===== config.mk =====
export PLATFORM = sky130hd
export DESIGN_NAME = uart_rx_fifo
export DESIGN_NICKNAME = d
export VERILOG_FILES = /design/src/rtl/uart_pkg.sv /design/src/rtl/uart_fifo_mem.sv /design/src/rtl/uart_rx_fifo.sv
export SDC_FILE = /design/constraint.sdc
export NUM_CORES = 1
export LEC_CHECK = 0
export ABC_AREA = 1
export ABC_CLOCK_PERIOD_IN_PS = 3150
export CAP_MARGIN = 40
export CORE_ASPECT_RATIO = 1.4
export CORE_MARGIN = 2
export CORE_UTILIZATION = 61
export CTS_BUF_LIST = sky130_fd_sc_hd__clkbuf_8
export DETAILED_ROUTE_END_ITERATION = 10
export DONT_BUFFER_PORTS = 1
export GPL_TIMING_DRIVEN = 0
export PLACE_DENSITY = 0.77
export SLEW_MARGIN = 20
export SYNTH_ARGS = -nofsm -noshare
export SYNTH_HDL_FRONTEND = slang
export SYNTH_SLANG_ARGS = --single-unit

===== constraint.sdc =====
create_clock -name CLKip -period 3.15 [get_ports CLKip]
set_input_delay 0.315 -clock CLKip [delete_from_list [all_inputs] [get_ports CLKip]]
set_output_delay 0.315 -clock CLKip [all_outputs]
set_load 0.02 [all_outputs]

===== src/rtl/uart_pkg.sv =====
// Shared UART definitions: default byte width and the FIFO status bundle used by the rx and tx FIFOs.
package uart_pkg;

    localparam int unsigned UART_DATA_WDTH = 8;

    typedef struct packed {
        logic empty;
        logic full;
        logic ovf;
    } uart_fifo_stat_t;

endpackage


===== src/rtl/uart_fifo_mem.sv =====
// DEPTH x DATA_WDTH simple dual-port storage: synchronous write, asynchronous read.
// The asynchronous read port lets the FIFO head appear on the output with no extra cycle.
module uart_fifo_mem #(
    parameter int unsigned DATA_WDTH = 8,
    parameter int unsigned DEPTH     = 16,
    localparam int unsigned AW       = $clog2(DEPTH)
) (
    input  logic                 CLKip,
    input  logic                 we,
    input  logic [AW-1:0]        waddr,
    input  logic [DATA_WDTH-1:0] wdata,
    input  logic [AW-1:0]        raddr,
    output logic [DATA_WDTH-1:0] rdata
);

    logic [DATA_WDTH-1:0] mem [DEPTH];

    always_ff @(posedge CLKip) begin
        if (we) begin
            mem[waddr] <= wdata;
        end
    end

    assign rdata = mem[raddr];

endmodule


===== src/rtl/uart_rx_fifo.sv =====
// Receive-side elastic buffer behind uart_rx: one push per rising edge of RX_DONEi,
// first-word-fall-through valid/ready read side, sticky overflow when a byte hits a full FIFO.
module uart_rx_fifo
    import uart_pkg::*;
#(
    parameter int unsigned DATA_WDTH = UART_DATA_WDTH,
    parameter int unsigned DEPTH     = 16,
    localparam int unsigned AW       = $clog2(DEPTH),
    localparam int unsigned PW       = AW + 1
) (
    input  logic                 CLKip,
    input  logic                 rst,
    input  logic                 RX_DONEi,
    input  logic [DATA_WDTH-1:0] RX_DATAi,
    input  logic                 CLRi,
    input  logic                 OVF_CLRi,
    input  logic                 READYi,
    output logic                 VALIDo,
    output logic [DATA_WDTH-1:0] DATAo,
    output logic [PW-1:0]        COUNTo,
    output logic                 EMPTYo,
    output logic                 FULLo,
    output logic                 OVFo
);

    logic [PW-1:0]   wr_ptr;
    logic [PW-1:0]   rd_ptr;
    logic            done_q;
    logic            ovf_q;
    logic            push;
    logic            pop;
    logic            wr_en;
    logic            rd_en;
    logic            ovf_set;
    uart_fifo_stat_t stat;

    // Pointers carry a wrap bit so full and empty are distinguishable with equal indices.
    assign stat = '{
        empty: (wr_ptr == rd_ptr),
        full:  (wr_ptr[AW] != rd_ptr[AW]) && (wr_ptr[AW-1:0] == rd_ptr[AW-1:0]),
        ovf:   ovf_q
    };

    assign push    = RX_DONEi & ~done_q;
    assign pop     = ~stat.empty & READYi;
    // A pop on a full FIFO frees the slot the incoming byte is written into.
    assign wr_en   = push & (~stat.full | pop) & ~CLRi;
    assign rd_en   = pop & ~CLRi;
    assign ovf_set = push & stat.full & ~pop & ~CLRi;

    always_ff @(posedge CLKip) begin
        if (rst) begin
            wr_ptr <= '0;
            rd_ptr <= '0;
            done_q <= 1'b0;
            ovf_q  <= 1'b0;
        end else begin
            done_q <= RX_DONEi;
            if (CLRi) begin
                wr_ptr <= '0;
                rd_ptr <= '0;
            end else begin
                if (wr_en) wr_ptr <= wr_ptr + PW'(1);
                if (rd_en) rd_ptr <= rd_ptr + PW'(1);
            end
            // A new overflow outranks a clear request on the same edge.
            if (ovf_set)       ovf_q <= 1'b1;
            else if (OVF_CLRi) ovf_q <= 1'b0;
        end
    end

    uart_fifo_mem #(
        .DATA_WDTH (DATA_WDTH),
        .DEPTH     (DEPTH)
    ) u_mem (
        .CLKip (CLKip),
        .we    (wr_en),
        .waddr (wr_ptr[AW-1:0]),
        .wdata (RX_DATAi),
        .raddr (rd_ptr[AW-1:0]),
        .rdata (DATAo)
    );

    assign COUNTo = wr_ptr - rd_ptr;
    assign VALIDo = ~stat.empty;
    assign EMPTYo = stat.empty;
    assign FULLo  = stat.full;
    assign OVFo   = stat.ovf;

endmodule

# Yosys cells after proc, flatten, opt, wreduce, memory -nomap -nowiden
# Memories as Yosys holds them, arrays and structs flattened. A register that Yosys moved wholly into a read port is not among the register bits.
# Cells that the tools add are included.
# word_totals
reg_bits,12
ram_bits,128
elab_cells,34
n_memories,1
# op_classes
n_addsub,3
eq_ne,3
n_mux,6
n_bitwise,14
reduce_logical,3
# mem_list
name,depth,width,rd,rd_ports_with_merged_regs,wr,line_no,source
u_mem.mem,16,8,1,1,1,uart_fifo_mem.sv:16,logic [DATA_WDTH-1:0] mem [DEPTH];
# op_table
cell,count
$add A5 B1 Y5 const B,2
$and A1 B1 Y1,8
$mux W4,2
$eq A5 B5 Y1,1
$not A1 Y1,5
$sub A5 B5 Y5,1
$eq A4 B4 Y1,1
$mux W1,4
$reduce_bool A2 Y1,1
$reduce_or A2 Y1,1
$logic_and A1 B1 Y1,1
$ne A1 B1 Y1,1
$or A1 B1 Y1,1

# Depth between registers and ports, before layout
# Gate-level depths: netlist of the first run.
# depth
word_depth,8
mapped_depth,11

# By module
# From an unflattened synthesis of the first run, not the netlist that was laid out.
# hier_totals
hier_cells,661
area_unflattened_um2,6442.4
# modules_own_cells
mod,instances,cells_per_inst,area_per_inst_um2,seq_area_each_um2
uart_fifo_mem,1,543,5606.6,3843.7
uart_rx_fifo,1,118,835.8,240.2

# Worst setup path after synthesis of the first run
# OpenSTA, ideal clock, no wires.
# synth_timing
path_type,register to register
startpoint,register rd_ptr[2]
endpoint,memory u_mem.mem[12][0] (enable)
t_arrival_ns,1.826
slack_ns,0.953
stages_incl_launch_ff,11
n_path_buf,1
synth_period_minus_slack_ns,2.197
cell_sequence,dfxtp_1 clkbuf_1 inv_1 ha_1 nand2_2 nor2_8 nand3_4 nand2_8 inv_8 nand2_4 nor2_1
# synth_between
elab_chain_len,8
# synth_lines
element,line_no,source
start: declaration,uart_rx_fifo.sv:27,logic [PW-1:0] rd_ptr;
start signal: assignment,uart_rx_fifo.sv:64,if (rd_en) rd_ptr <= rd_ptr + PW'(1);
$eq A5 B5 Y1 or $eq A4 B4 Y1 (tied branches),"uart_rx_fifo.sv:39, uart_rx_fifo.sv:40",
$not A1 Y1 or $logic_and A1 B1 Y1 (tied branches),"uart_rx_fifo.sv:45, uart_rx_fifo.sv:40",
$and A1 B1 Y1 or $not A1 Y1 (tied branches),"uart_rx_fifo.sv:45, uart_rx_fifo.sv:47",
$or A1 B1 Y1 (*),uart_rx_fifo.sv:47,assign wr_en = push & (~stat.full | pop) & ~CLRi;
$and A1 B1 Y1 (*) (2 in a row),uart_rx_fifo.sv:47,
$mux W1 (*),uart_fifo_mem.sv:19,if (we) begin
$mux W1 (not written as such) (*),uart_fifo_mem.sv:20,mem[waddr] <= wdata;
end: declaration,uart_fifo_mem.sv:16,
# Every way passes the cells marked *; elsewhere a longest branch is shown, timed or not.

# Final worst setup path of the first run
# layout_timing
startpoint,register rd_ptr[2]
endpoint,memory u_mem.mem[11][7] (enable)
# The elaborated chain is that of the path after synthesis.

==> flow_summary.yaml, run 1 <==
global_routing:
  grt_use_total: 0.275
  grt_first_pass_wirelength_um: 23300
  grt_max_degree: 17
  antenna_found_initial: 0
  first_global_vias: 4457
  overflow: 0
setup_path:
  worstPathRequired_ns: 3.22
  critPathCaptureType: "flip-flop"
  cp_max_fo: 8
  startpoint_type: "flip-flop"
  path_class: "flip-flop to flip-flop"
  arrival_ns: 2.70
yosys:
  synth-adder-area-share: 0.0208
  synthFlopType: "edfxtp_1"
  syn_inst: 596
  synth_seq_cells: 144
  synth_nets: 620
  seq_area_frac_synth: 0.653
  synth.avg_cell_area_um2: 10.7
  yosys_warnings: 0
  synth-simple-area-share: 0.222
  synth_compound_area_frac: 0.0408
  syn_area_um2: 6380
  ys_types: 35
  synthArstFlopShare: 0
  synth_top_family_by_area: "simple AND/OR/NAND/NOR gates"
  synthMuxAreaShare: 0
  synth-edff-count: 128
  synth-xor-area-share: 0.00687
sta:
  rsz0062_at_grt: "no"
  period_share: 0.834
  fin_skew_ns: 0.0122
  worst_pin_slew_ns: 0.803
  period_needed_ns: 2.63
  finalHoldViolations: 0
  layout_setup_ws_ns: 0.523
  fmax_ghz: 0.381
  slew_viol_final: 0
  setup_violations: 0
  slew_headroom: 0.463
  tns_ns: 0
layout:
  finalNonFillerCells: 777
  layout_common_cells: "160 x nand2_1, 128 x edfxtp_1, 67 x nor2_1"
  fin_util: 0.682
  diodes: 0
  final_net_count: 650
  drive_above_1_share: 0.116
  fill_cells: 777
  area_delta_synth_final_pct: 10.1
  layout_commonest_cell: "nand2_1"
  design_area_um2: 7020
clocking:
  cts_buffers: 17
  root_buffer: "clkbuf_8"
  cts_sinks: 144
  clkLatencyLatePin_ns: 0.44
  cts_tree: "built"
  cts_setup_buffers: 0
  clkTransAtPathRegs_ns: 0.07
  cts_resized: 0
  cts-htree-levels: 4
  cts_buffer_depth: 2
placement:
  dpl.hpwl_um: 9680
  place_congestion: 0.863
  io_buffers: 0
  place_ws_ns: 0.496
  placed_area_um2: 6550
  dp.cells: 734
floorplan:
  die_h_um: 125
  die_w_um: 90.4
  fp-row-count: 44
  core-area_um2: 10300
  ios: 31
  fp.dieArea_um2: 11300
  start_util: 0.619
run:
  maxCapViolCount: 0
hold_path:
  hold_path_class: "input pin to flip-flop"
drt:
  wl_um: 14800
  vias: 4438
  ant_nets: 0
  vias_per_cell: 5.71
  routedWlPerCell_um: 19.0
  drc: 0
  firstDrtPassIters: 5
  drtIter0Drc: 466
power_and_ir_drop:
  power.leakage_nw: 2.74
  p_per_area_nw_per_um2: 509
  peakVddDrop_v: 0.000292
outcome:
  outcome: "finished, final reports clean"
==> cell usage after synthesis (3+ instances only) <==
cell	count	share of area
dfxtp_1	16	0.050
o211ai_1	12	0.014
xor2_1	4	0.0055
nand2_4	6	0.011
clkbuf_1	4	0.0024
buf_6	4	0.0071
nand2_2	6	0.0059
inv_1	46	0.027
nor2_1	67	0.039
inv_2	3	0.0018
buf_2	10	0.0078
ha_1	9	0.018
edfxtp_1	128	0.60
a21oi_1	7	0.0055
nand4_1	3	0.0029
nand2_1	160	0.094
nand3_1	66	0.052
o21ai_0	18	0.014
buf_4	4	0.0047
o21ai_1	4	0.0031
==> flip-flops by register name (all words and copies together) (netlist names), named ones only <==
| signal | count |
|---|---|
| OVFo | 1 |
| done_q | 1 |
| rd_ptr | 5 |
| u_mem.mem | 128 |
| wr_ptr | 5 |
==> final timing paths <==
check,to,slack [ns],cells past startpoint,start
setup / recovery,u_mem.mem[11][7]$_DFFE_PP_,0.52,10,rd_ptr[2]$_SDFFE_PP0P_
hold / removal,OVFo$_SDFFE_PP0P_,0.08,3,OVF_CLRi
setup reg to reg,u_mem.mem[11][7]$_DFFE_PP_,0.52,10,rd_ptr[2]$_SDFFE_PP0P_
hold reg to reg,rd_ptr[4]$_SDFFE_PP0P_,0.53,2,rd_ptr[4]$_SDFFE_PP0P_
==> final cells by class <==
class,instances,area (um^2),area share
well taps,138,173,0.0246
multi-input cells,375,1850,0.264
clock inverters,15,129,0.0184
repair buffers,11,108,0.0153
clock buffers,17,234,0.0333
inverters,51,201,0.0287
flip-flops and latches,144,4160,0.593
plain buffers,26,158,0.0225
==> report_power, final <==
group	leakage, nW	internal, mW	switching, mW
Sequential	1.28	2.08	0.00393
Combinational	1.26	0.0365	0.101
Clock	0.194	0.682	0.664
==> cells by family after synthesis <==
family / Yosys count
flops: 144
buf+inv: 77
simple gates: 316
xor+xnor: 5
compound gates: 44
fa+ha+maj: 10
==> per-layer routing <==
layer | wire length, um | GRT usage
met3 | 1130 | 0.0584
met5 | 0 | 0
met2 | 7510 | 0.466
met1 | 5570 | 0.331
met4 | 577 | 0.148
==> stage by stage <==
step                total power [mW]  hold slack (ns)
finish                          3.57           0.0828
global route                    3.66           0.0543
CTS                             3.57           0.0271
detailed placement              2.23            0.391
global placement                2.22            0.387
floorplan                       2.21            0.384
==> worst max-delay path, stage by stage (launching register included) <==
cell and delay, ns:
dfxtp_1 0.31, clkbuf_1 0.26, inv_1 0.09, ha_1 0.37, nand2_2 0.15, nor2_8 0.07
nand3_4 0.14, nand2_8 0.09, inv_8 0.10, nand2_4 0.07, nor2_1 0.62
==> timing repair <==
| action | 4_1_cts | 5_1_grt |
|---|---|---|
| setup endpoints to repair | 0 | 0 |
| hold buffers | 10 | 0 |
| endpoints found under the hold margin | 130 | 0 |
No activity file was read; power rests on OpenSTA's default activity.
==> run 2: changes to the inputs <==
ABC_CLOCK_PERIOD_IN_PS = 2400   (was 3150)
CORE_UTILIZATION = 59   (was 61)
PLACE_DENSITY = 0.78   (was 0.77)
clock period = 2.4 ns   (was 3.15 ns; I/O delays follow)
==> flow_summary.yaml, run 2 (synthesis results as in run 1) <==
layout:
  fill_cells: 766
  layout_common_cells: "160 x nand2_1, 128 x edfxtp_1, 66 x nand3_1"
  final_net_count: 650
  finalNonFillerCells: 777
  area_delta_synth_final_pct: 12.4
  register_area_um2: 4170
  top_register: "u_mem.mem"
  layout_commonest_cell: "nand2_1"
  diodes: 0
  multi_input_area_um2: 1970
  reg.largest.list: "u_mem.mem x128, rd_ptr x5, wr_ptr x5"
  largest_register_ffs: 128
  drive_above_1_share: 0.156
floorplan:
  die_w_um: 91.9
  core-area_um2: 10500
  fp-row-count: 44
  ios: 31
  die_h_um: 127
  fp.dieArea_um2: 11700
  start_util: 0.610
power_and_ir_drop:
  clkPwrFrac: 0.384
  comb_power_share: 0.040
  intPower_mw: 3.64
  finalPower_mw: 4.75
  p_per_area_nw_per_um2: 663
  power_switching_mw: 1.10
  power.leakage_nw: 2.75
  peakVddDrop_v: 0.000369
  share_seq_of_total_power: 0.576
  swShare: 0.233
drt:
  met1Wirelength_um: 5620
  routedWlPerCell_um: 19.6
  wl_met2_um: 8100
  vias_per_cell: 5.64
  drc: 0
  routed.top_layer: "met4"
  wl_um: 15200
  wl_met3_um: 975
  vias: 4379
  ant_nets: 0
  drtIter0Drc: 499
  firstDrtPassIters: 5
setup_path:
  worstPathRequired_ns: 2.16
  arrival_ns: 2.12
  startpoint_type: "flip-flop"
  slowest_delay_ns: 0.42
  cp_max_fo: 10
  critPathCaptureType: "output pin"
  path_class: "flip-flop to output pin"
  crit_slowest_cell: "buf_1"
  reg2reg_setup_slack_ns: 0.10
  cp_cell_sequence: "inv_2, buf_1, nand2_1, nand3_1, nand3_1, nand2_1"
global_routing:
  overflow: 0
  grt_max_degree: 17
  first_global_vias: 4299
  grt_use_total: 0.274
  antenna_found_initial: 0
  grt_first_pass_wirelength_um: 23400
placement:
  dp.cells: 735
  dpl.hpwl_um: 10100
  place_congestion: 0.923
  place_ws_ns: -0.334
  io_buffers: 0
sta:
  rsz0062_at_grt: "no"
  layout_setup_ws_ns: 0.0414
  setup_violations: 0
  slew_headroom: 0.467
  hold_slack_ns: 0.0107
  period_share: 0.983
  finalHoldViolations: 0
  fmax_ghz: 0.424
  fin_skew_ns: 0.00866
  worst_pin_slew_ns: 0.797
  period_needed_ns: 2.36
  tns_ns: 0
  slew_viol_final: 0
clocking:
  cts_tree: "built"
  cts_sinks: 144
  cts-htree-levels: 4
  root_buffer: "clkbuf_8"
  clkTransAtPathRegs_ns: 0.08
  cts_setup_buffers: 0
  clkLatencyLatePin_ns: 0.45
  cts_buffers: 17
  cts_buffer_depth: 2
hold_path:
  hold_path_class: "input pin to flip-flop"
run:
  maxCapViolCount: 0
outcome:
  outcome: "finished, final reports clean"
run 2: cell count changes in the layout (fill, tap and decap cells not counted), sizes merged:
| cell | before | now |
|---|---|---|
| dlygate4sd3 | 10 | 11 |
| bufinv | 2 | 1 |
| clkinv | 10 | 5 |
| inv | 53 | 59 |
| clkinvlp | 1 | 0 |
run 2: layout make-up:
class,count,share of cell area
plain buffers,25,0.0217
clock buffers,18,0.0346
clock inverters,14,0.0178
inverters,51,0.0281
flip-flops and latches,144,0.582
repair buffers,12,0.0164
well taps,138,0.0241
multi-input cells,375,0.276
run 2: repair_timing:
action                                 4_1_cts  5_1_grt
endpoints found under the hold margin      130        0
hold buffers                                11        0
gates resized for setup                     26       11
setup endpoints to repair                  128      129
run 2: layer usage:
| metal | track usage | vias to the layer above |
|---|---|---|
| met1 | 0.327 | 2054 |
| met4 | 0.121 | 0 |
| met3 | 0.0478 | 29 |
| li1 | - | 2062 |
| met5 | 0 | - |
| met2 | 0.487 | 234 |
run 2: path summary, 6_finish.rpt:
kind                          start                   endpoint  cells past startpoint
min                            CLRi          OVFo$_SDFFE_PP0P_                      3
max                       flip-flop                   DATAo[6]                      6
max reg2reg  rd_ptr[3]$_SDFFE_PP0P_  u_mem.mem[2][3]$_DFFE_PP_                      9
min reg2reg  wr_ptr[0]$_SDFFE_PP0P_     wr_ptr[0]$_SDFFE_PP0P_                      2
run 2: per-stage QoR:
stage | area [um^2] | util
floorplan | 6380 | -
global route | 7170 | 0.685
CTS | 7130 | 0.682
finish | 7170 | 0.685
global placement | 6550 | 0.626
detailed placement | 6560 | 0.627
run 2: worst max-delay path, delay by kind of cell (launching register included):
kind | cells | cell delay (ns)
buf+inv | 2 | 0.57
flops | 1 | 0.39
simple gates | 4 | 0.71
run 2: power groups by stage:
stage | logic (mW) | clock network (mW) | registers (mW)
5_1_grt | 0.203 | 1.91 | 2.74
4_1_cts | 0.188 | 1.83 | 2.74
6_report | 0.189 | 1.82 | 2.74
3_3_place_gp | 0.127 | 0 | 2.79
3_5_place_dp | 0.131 | 0 | 2.79
2_1_floorplan | 0.102 | 0 | 2.79
